===== src/rtl/decode_pkg.sv =====
// Shared decode-stage definitions: default queue geometry and the bit layout
// of one decoded instruction bundle as it travels from decode to rename.
package decode_pkg;

    localparam int DEFAULT_LANES = 2;
    localparam int DEFAULT_DEPTH = 8;

    // Bundle fields, packed upward from bit 0.
    localparam int PC_W                  = 32;
    localparam int PC_LSB                = 0;
    localparam int PRE_DIRECTION_W       = 1;
    localparam int PRE_DIRECTION_LSB     = PC_LSB + PC_W;
    localparam int RS_WRITE_W            = 1;
    localparam int RS_WRITE_LSB          = PRE_DIRECTION_LSB + PRE_DIRECTION_W;
    localparam int RS1_READ_W            = 1;
    localparam int RS1_READ_LSB          = RS_WRITE_LSB + RS_WRITE_W;
    localparam int RI2_W                 = 1;
    localparam int RI2_LSB               = RS1_READ_LSB + RS1_READ_W;
    localparam int RD_WRITE_W            = 1;
    localparam int RD_WRITE_LSB          = RI2_LSB + RI2_W;
    localparam int ST_W                  = 1;
    localparam int ST_LSB                = RD_WRITE_LSB + RD_WRITE_W;
    localparam int DETECT_FIRST_RESULT_W = 1;
    localparam int DETECT_FIRST_RESULT_LSB = ST_LSB + ST_W;
    localparam int RS_NUM_W              = 2;
    localparam int RS_NUM_LSB            = DETECT_FIRST_RESULT_LSB + DETECT_FIRST_RESULT_W;
    localparam int BR_TYPE_W             = 3;
    localparam int BR_TYPE_LSB           = RS_NUM_LSB + RS_NUM_W;
    localparam int RS_CTRL_W             = 6;
    localparam int RS_CTRL_LSB           = BR_TYPE_LSB + BR_TYPE_W;
    localparam int RS1_W                 = 5;
    localparam int RS1_LSB               = RS_CTRL_LSB + RS_CTRL_W;
    localparam int RS2_W                 = 5;
    localparam int RS2_LSB               = RS1_LSB + RS1_W;
    localparam int RD_W                  = 5;
    localparam int RD_LSB                = RS2_LSB + RS2_W;
    localparam int LD_ST_NUM_W           = 2;
    localparam int LD_ST_NUM_LSB         = RD_LSB + RD_W;
    localparam int IMM_W                 = 32;
    localparam int IMM_LSB               = LD_ST_NUM_LSB + LD_ST_NUM_W;
    localparam int NEXT_PC_W             = 32;
    localparam int NEXT_PC_LSB           = IMM_LSB + IMM_W;
    localparam int RS_BRU_PC_W           = 32;
    localparam int RS_BRU_PC_LSB         = NEXT_PC_LSB + NEXT_PC_W;
    localparam int IS_SPLIT_W            = 1;
    localparam int IS_SPLIT_LSB          = RS_BRU_PC_LSB + RS_BRU_PC_W;
    localparam int INSTR_VALID_W         = 1;
    localparam int INSTR_VALID_LSB       = IS_SPLIT_LSB + IS_SPLIT_W;

    // Total bundle width (165 bits).
    localparam int PAYLOAD_W = INSTR_VALID_LSB + INSTR_VALID_W;

endpackage


===== src/rtl/lane_compact.sv =====
// Lane compaction helper: counts the set lanes of a sparse valid vector and
// gives each lane its dense write slot (number of valid lanes below it).
module lane_compact #(
    parameter int LANES = 2
) (
    input  logic [LANES-1:0]                  valid,
    output logic [$clog2(LANES+1)-1:0]        total,
    output logic [LANES*$clog2(LANES+1)-1:0]  slot
);

    localparam int LW = $clog2(LANES + 1);

    logic [LW-1:0] acc;

    // Running prefix sum over lanes in ascending order.
    always_comb begin
        acc  = '0;
        slot = '0;
        // NOTE: blocking assignments here make acc a running value within one
        // evaluation; non-blocking would read the stale value every iteration.
        for (int i = 0; i < LANES; i++) begin
            slot[i*LW +: LW] = acc;
            acc              = acc + LW'(valid[i]);
        end
        total = acc;
    end

endmodule


===== src/rtl/decode_rename_queue.sv =====
// Circular multi-lane queue between decode and rename. Sparse decode lanes
// are compacted on write; rename sees the oldest LANES entries, lane 0 oldest.
module decode_rename_queue #(
    parameter int LANES     = decode_pkg::DEFAULT_LANES,
    parameter int PAYLOAD_W = decode_pkg::PAYLOAD_W,
    parameter int DEPTH     = decode_pkg::DEFAULT_DEPTH
) (
    input  logic                            clk,
    input  logic                            reset,
    input  logic                            flush,
    input  logic [LANES-1:0]                enq_valid,
    input  logic [LANES*PAYLOAD_W-1:0]      enq_data,
    output logic                            enq_ready,
    output logic [LANES-1:0]                deq_valid,
    output logic [LANES*PAYLOAD_W-1:0]      deq_data,
    input  logic [$clog2(LANES+1)-1:0]      deq_count,
    output logic [$clog2(DEPTH+1)-1:0]      count,
    output logic                            err_underflow
);

    localparam int PTR_W = $clog2(DEPTH);
    localparam int CNT_W = $clog2(DEPTH + 1);
    localparam int LW    = $clog2(LANES + 1);

    logic [PAYLOAD_W-1:0] mem [DEPTH];
    logic [PTR_W-1:0]     head;
    logic [PTR_W-1:0]     tail;

    logic [LW-1:0]        n_enq;
    logic [LANES*LW-1:0]  enq_slot;
    logic                 enq_fire;
    logic [CNT_W-1:0]     n_enq_eff;
    logic [CNT_W-1:0]     avail;
    logic [CNT_W-1:0]     deq_req;
    logic                 underflow;
    logic [CNT_W-1:0]     n_deq;
    logic [CNT_W-1:0]     count_next;

    lane_compact #(.LANES(LANES)) u_lane_compact (
        .valid (enq_valid),
        .total (n_enq),
        .slot  (enq_slot)
    );

    // Room for a whole LANES-wide group, judged on registered occupancy only.
    assign enq_ready = (count <= CNT_W'(DEPTH - LANES));
    assign enq_fire  = enq_ready && (|enq_valid) && !flush;
    assign n_enq_eff = enq_fire ? CNT_W'(n_enq) : '0;

    // Dequeue is clipped to what rename can actually see this cycle.
    assign avail      = (count > CNT_W'(LANES)) ? CNT_W'(LANES) : count;
    assign deq_req    = CNT_W'(deq_count);
    assign underflow  = (deq_req > avail);
    assign n_deq      = underflow ? avail : deq_req;
    assign count_next = count + n_enq_eff - n_deq;

    // Payload storage: compacted valid lanes land at tail, tail+1, ...
    // NOTE: the array has no reset; head/tail/count alone decide which
    // entries are live, so clearing the payload would only cost flops.
    always_ff @(posedge clk) begin
        for (int i = 0; i < LANES; i++) begin
            if (enq_fire && enq_valid[i]) begin
                mem[tail + PTR_W'(enq_slot[i*LW +: LW])] <= enq_data[i*PAYLOAD_W +: PAYLOAD_W];
            end
        end
    end

    // Pointer, occupancy and sticky-error state; flush outranks traffic.
    // NOTE: sequential state uses non-blocking assignments so every register
    // samples pre-edge values regardless of statement order.
    always_ff @(posedge clk or negedge reset) begin
        if (!reset) begin
            head          <= '0;
            tail          <= '0;
            count         <= '0;
            err_underflow <= 1'b0;
        end else if (flush) begin
            head  <= '0;
            tail  <= '0;
            count <= '0;
        end else begin
            head  <= head + PTR_W'(n_deq);
            tail  <= tail + PTR_W'(n_enq_eff);
            count <= count_next;
            if (underflow) begin
                err_underflow <= 1'b1;
            end
        end
    end

    // Read side: thermometer valids and zeroed data on empty lanes.
    for (genvar i = 0; i < LANES; i++) begin : g_deq
        assign deq_valid[i] = (count > CNT_W'(i));
        assign deq_data[i*PAYLOAD_W +: PAYLOAD_W] =
            deq_valid[i] ? mem[head + PTR_W'(i)] : '0;
    end

endmodule


===== config.mk =====
export PLATFORM = sky130hd
export DESIGN_NAME = decode_rename_queue
export DESIGN_NICKNAME = d
export VERILOG_FILES = /design/src/rtl/decode_pkg.sv /design/src/rtl/lane_compact.sv /design/src/rtl/decode_rename_queue.sv
export SDC_FILE = /design/constraint.sdc
export NUM_CORES = 2
export LEC_CHECK = 0
export BUFFER_PORTS_ARGS = -buffer_cell sky130_fd_sc_hd__buf_4
export CAP_MARGIN = 5
export CORE_AREA = 2 2 443 445
export CTS_BUF_LIST = sky130_fd_sc_hd__clkbuf_4 sky130_fd_sc_hd__clkbuf_8
export CTS_CLUSTER_SIZE = 40
export DETAILED_ROUTE_END_ITERATION = 16
export DIE_AREA = 0 0 445 447
export PLACE_DENSITY = 0.67
export SLEW_MARGIN = 25
export SYNTH_ARGS = -nofsm -noshare
export SYNTH_HDL_FRONTEND = slang
export SYNTH_SLANG_ARGS = --single-unit

===== constraint.sdc =====
create_clock -name clk -period 31.2 [get_ports clk]
set_input_delay 6.24 -clock clk [delete_from_list [all_inputs] [get_ports clk]]
set_output_delay 6.24 -clock clk [all_outputs]
set_load 0.05 [all_outputs]

After elaboration in Yosys (flattened, before gate mapping) --
Memory sizes are Yosys's and may differ from the RTL's. Cells that the tools add are included.
Storage, ports and cells: register bits after elaboration 11, latch bits 0, bits in writable memories 1320, bits in read-only memories 0, input port bits 337, output and inout bits 338, logic and storage cells 37, memories kept 1
Memory list:
- mem | depth 8, width 165, rd ports 2, clocked after memory_dff 0, write ports 2, line decode_rename_queue.sv:25 | logic [PAYLOAD_W-1:0] mem [DEPTH];
Cells by class: add/subtract/negate cells 7, $mul 0, divide/modulo/power cells 0, order comparisons 5, equality and inequality tests 0, shift operators 0, muxes and demuxes 12, bitwise logic cells 1, reductions and logical operators 7
Operators with widths (number):
- 165-bit 2-to-1 mux | 2
- 4-bit 2-to-1 mux | 3
- 4-bit by 1-bit > comparator with 1-bit output, second input constant | 2
- 3-bit 2-to-1 mux | 2
- 4-bit by 2-bit adder with 4-bit output | 1
- 2-bit by 4-bit > comparator with 1-bit output | 1
- 4-bit by 2-bit > comparator with 1-bit output, second input constant | 1
- 4-bit by 3-bit less-or-equal comparator with 1-bit output, second input constant | 1
- 1-bit logical AND | 4
- 1-bit 2-to-1 mux | 4
- 4-bit subtractor | 1
- 3-bit by 1-bit adder with 3-bit output | 1
- 3-bit by 1-bit adder with 3-bit output, second input constant | 1
- 3-bit by 2-bit adder with 3-bit output | 1
- 3-bit adder | 1
- 1-bit by 1-bit adder with 2-bit output | 1
- 2-bit 2-to-1 mux | 1
- 2-bit AND reduction | 1
- 2-bit OR reduction | 1
- 1-bit zero test | 1
- 1-bit inverter | 1

Longest topological paths before layout --
depth after elaboration 7, depth in mapped cells 19

Modules after synthesis --
From an unflattened synthesis, not the netlist that was laid out.
Second synthesis, totals: cells, all modules 6054, area total of the unflattened synthesis 77413.0 µm²
Modules (own cells, without submodules):
- decode_rename_queue | times used 1, cells each 6048, area an instance 77366.7 µm²
- lane_compact | times used 1, cells each 6, area an instance 46.3 µm²

Worst setup path before layout --
OpenSTA, ideal clock, no wires.
path type input to register, start input port enq_valid[0], end memory mem[7][0] (netlist name), enable pin, library setup time 0.744 ns, arrival 15.070 ns, data required time 30.456 ns, setup slack 15.386 ns, stages on the path 5, path through ha_1 -> ha_1 -> xor2_1 -> nand2_1 -> a21oi_1
RTL lines:
- start: declaration | line decode_rename_queue.sv:11 | input logic [LANES-1:0] enq_valid,
- end: declaration | line decode_rename_queue.sv:25

Final worst setup path --
start register head[1], end output port deq_data[276]
On the way: longest elaborated chain between the ends 3
RTL lines:
- start: declaration | line decode_rename_queue.sv:26 | logic [PTR_W-1:0] head;
- start signal: assignment | line decode_rename_queue.sv:82 | head <= head + PTR_W'(n_deq);
- 3-bit by 1-bit adder with 3-bit output | line decode_rename_queue.sv:95 | deq_valid[i] ? mem[head + PTR_W'(i)] : '0;
- memory read 8 x 165 bit
- 165-bit 2-to-1 mux | line decode_rename_queue.sv:95
- end: declaration | line decode_rename_queue.sv:15 | output logic [LANES*PAYLOAD_W-1:0] deq_data,
No other way between the ends.

==> summary.md <==
### Status
* finished clean — status

### Synth
* 1,331 — flop and latch count out of synthesis
* 0 — yosys synthesis warning count
* sky130_fd_sc_hd__edfxtp_1 (51%), sky130_fd_sc_hd__mux2_2 (19%), sky130_fd_sc_hd__mux4_2 (9.6%), sky130_fd_sc_hd__nand2_1 (6.4%), sky130_fd_sc_hd__a21oi_1 (4.3%) — most area-consuming cells after synthesis
* sky130_fd_sc_hd__edfxtp_1 — cell taking the most area after synthesis
* sky130_fd_sc_hd__nand2_1 (1,328), sky130_fd_sc_hd__edfxtp_1 (1,320), sky130_fd_sc_hd__mux2_2 (1,303), sky130_fd_sc_hd__a21oi_1 (664), sky130_fd_sc_hd__mux4_2 (330) — ranking of synthesized cells by instance count
* 38 — number of unique standard cell types used by synthesis
* 6,046 — gate count of the mapped netlist
* 0.00826 — Async S/R FF share, synth
* sky130_fd_sc_hd__edfxtp_1 — top_reg_cell synth
* 12.8 um2 — Post-Syn Area per Cell
* 0.516 — share of the yosys chip area belonging to registers
* 1,320 — EDFF count, synth
* sky130_fd_sc_hd__nand2_1 — top-count cell post-synth
* 77,400 um2 — Mapped Area
* 6,402 — Synth Net Count
* 0.512 — post-synth top area share

### Floorplanning
* 162 — placement row count
* 445 um — Die X
* 194,000 um2 — core area
* 447 um — die boundary height
* 675 — number of top-level pins
* 199,000 um2 — area of the die
* 0.399 — initial core utilization

### Global routing
* 0.254 — total routing usage reported by global routing
* 230 — pin count of the biggest net entering global routing
* 56.5k — via count of the first global-routing pass
* 54 — antenna violations before repair
* 374,000 um — first-pass GRT wire length
* 0 — final global-route overflow total

### Clocking
* sky130_fd_sc_hd__clkbuf_8 — root cell of the clock tree
* 1,331 — clk sinks
* 4 — number of levels the H-tree was split into
* 0 — number of gates given a new drive strength after cts
* 0 — number of buffers inserted by hold repair at cts
* 0.06 ns — clk slew on worst S/H paths
* 234 — clock buffer count from CTS
* 0 — number of setup buffers added after CTS
* 3 — maximum buffer depth of the clock tree
* yes — clock tree from TritonCTS
* 1.05 ns — clock latency on the worst-skew pair

### Timing
* 0.416 — Final period util
* 0.191 — relative slew slack
* 77.0 MHz — highest achievable clock rate
* 0 — number of failing hold endpoints at the final stage
* 0 — Final Max Tran Viols
* 1.21 ns — transition time at the pin with the least slew margin
* 0 ns — Fin Setup TNS
* 0 — final setup vio count
* 12.99 ns — clock period minus final worst setup slack
* false — RSZ-0062 raised after global routing
* 0.0490 ns — clock skew after layout

### Cells and area
* 6,933 — nets
* 17.4k — Layout fillers
* 15.0% — layout-stage area growth over the synthesis result
* 0.413 — proportion of layout cells with a drive suffix above 1
* 0.458 — post-layout util

### Detailed routing
* 5.99 — vias per inst
* 27.9 um — WL/cell
* 260,000 um — wire length after detailed routing
* 0 — Post-DRT Antenna Nets
* 0 — number of design rule violations left after detail routing
* 8 — detailed-router iteration count before antenna repair
* 6,073 — starting DRC count in detailed routing
* 55.9k — via count

### Power
* 0.185 — Clock Power Share
* 4.42 mW — sw power
* 0.122 mV — peak supply drop
* 31.6 nW — Static Leak
* 99.4 nW/um2 — power per cell area
* 0.500 — share of total power consumed by net switching
* 0.238 — fraction of power consumed by sequential logic
* 4.42 mW — internal portion of total power
* 0.576 — part of the power in combinational logic

### Critical path
* primary output — category of the worst setup path capture point
* buffers and inverters — Top Family by Delay on Critical Path
* 24.96 ns — required time of the critical path
* flip-flop — startpoint type of the worst setup path
* sky130_fd_sc_hd__buf_4 — worst-path cell with the longest stage delay
* 98 — Max FO, Critical Path
* ha_1 -> xnor2_2 -> buf_4 -> buf_16 -> buf_4 -> buf_4 -> buf_6 -> nand2_1 -> a21oi_1 -> or4_1 -> buf_4 — cell breakdown of the critical path
* reg2out — critical path class
* sky130_fd_sc_hd__buf_4 — Top cell by count, worst path
* 6.75 ns — arrival time worst endpoint
* 6 — Worst Path Buf+Inv
* 0.81 ns — crit-path max cell delay

### Hold path
* reg2reg — Worst Hold Class

### Placed design
* 674 — Port Buf Inserts
* 0.834 — global placement routability congestion
* 144,000 um — total half-perimeter wirelength after legalization and detailed placement

### Run
* 0 — number of maximum-capacitance violations

==> area by class of cell <==
type | count | area [um2] | share of cell area
multi-input combinational | 4225 | 35000 | 0.394
antenna | 34 | 85.1 | 0.000956
sequential | 1331 | 39900 | 0.449
clock inverter | 105 | 777 | 0.00873
inverter | 12 | 45.0 | 0.000506
clock buffer | 314 | 3820 | 0.0429
tap | 2542 | 3180 | 0.0357
timing repair buffer | 773 | 6110 | 0.0687
==> registers in the layout, indices dropped and copies added (netlist names) <==
name,count
count,4
mem,1320
err_underflow,1
tail,3
head,3
==> metrics by stage <==
stage          power [mW]  cells  setup WS, ns  hold slack (ns)  area [um2]
3_3_place_gp         7.16   8876         18.96            0.482       84100
6_report             8.85   9336         18.21            0.490       89000
2_1_floorplan        5.55   6046         15.39            0.608       77400
3_5_place_dp         7.20   8879         18.83            0.484       84200
5_1_grt              9.16   9331         17.76            0.535       89000
4_1_cts              8.84   9298         17.66            0.503       88800
==> final timing paths <==
check                      depth (start not counted)  slack (ns)       endpoint     startpoint
max                                               11       18.21  deq_data[276]        head[1]
max in group asynchronous                          1       25.95        head[0]          reset
min reg2reg                                        1        0.49  err_underflow  err_underflow
min                                                1        0.49  err_underflow  err_underflow
max reg2reg                                        9       25.49     mem[2][63]       count[3]
min in group asynchronous                          1        5.05        head[2]          reset
==> cells by family (layout without fill, tap and decap cells) <==
family                     count (synthesis)  in the layout  synth area share
AOI/OAI and AO/OA                        678            678            0.0446
xor gates and xnor gates                   8              8          0.000905
adders and majority gates                 19             19           0.00346
buffers and inverters                    490           1204            0.0344
DFF                                     1331           1331             0.516
muxes                                   1815           1815             0.309
other                                      0             34                 0
and+or+nand+nor                         1705           1705            0.0916
==> cells in the final DEF, fill, tap and decap left out, types with 17 or more instances in the layout <==
| cell | n |
|---|---|
| sky130_fd_sc_hd__nand2_1 | 1328 |
| sky130_fd_sc_hd__edfxtp_1 | 1320 |
| sky130_fd_sc_hd__mux2_2 | 1303 |
| sky130_fd_sc_hd__buf_4 | 749 |
| sky130_fd_sc_hd__a21oi_1 | 663 |
| sky130_fd_sc_hd__mux4_2 | 330 |
| sky130_fd_sc_hd__clkbuf_8 | 234 |
| sky130_fd_sc_hd__nor2_1 | 175 |
| sky130_fd_sc_hd__or4_1 | 165 |
| sky130_fd_sc_hd__mux2i_1 | 165 |
| sky130_fd_sc_hd__clkbuf_4 | 80 |
| sky130_fd_sc_hd__clkinv_1 | 59 |
| sky130_fd_sc_hd__diode_2 | 34 |
| sky130_fd_sc_hd__clkinv_2 | 21 |
| sky130_fd_sc_hd__mux2_1 | 17 |
==> worst register-to-register path: stages (launching register included) <==
cell	delay [ns]
sky130_fd_sc_hd__dfrtp_1	0.74
sky130_fd_sc_hd__inv_1	0.14
sky130_fd_sc_hd__ha_1	0.23
sky130_fd_sc_hd__and3_4	0.19
sky130_fd_sc_hd__a21oi_1	0.25
sky130_fd_sc_hd__nand2_1	0.50
sky130_fd_sc_hd__nor2_4	0.85
sky130_fd_sc_hd__buf_4	0.80
sky130_fd_sc_hd__buf_4	0.79
sky130_fd_sc_hd__buf_4	0.78
==> power groups by stage <==
| stage | clock [mW] | combinational, mW | sequential [mW] |
|---|---|---|---|
| final | 1.64 | 5.10 | 2.11 |
| after global routing | 1.73 | 5.31 | 2.12 |
| after CTS | 1.66 | 5.06 | 2.11 |
| after detailed placement | 0 | 5.05 | 2.15 |
| after global placement | 0 | 5.02 | 2.15 |
| after floorplan | 0 | 3.42 | 2.13 |
==> layer usage <==
metal | global-route usage | share of wire | up-vias
met1 | 0.317 | 0.37 | 27900
met4 | 0.122 | 0.046 | 42
met3 | 0.0590 | 0.11 | 695
met2 | 0.415 | 0.47 | 3281
met5 | 0 | 0.0010 | -
li1 | - | - | 24000
Power figures use the tool's default switching activity.
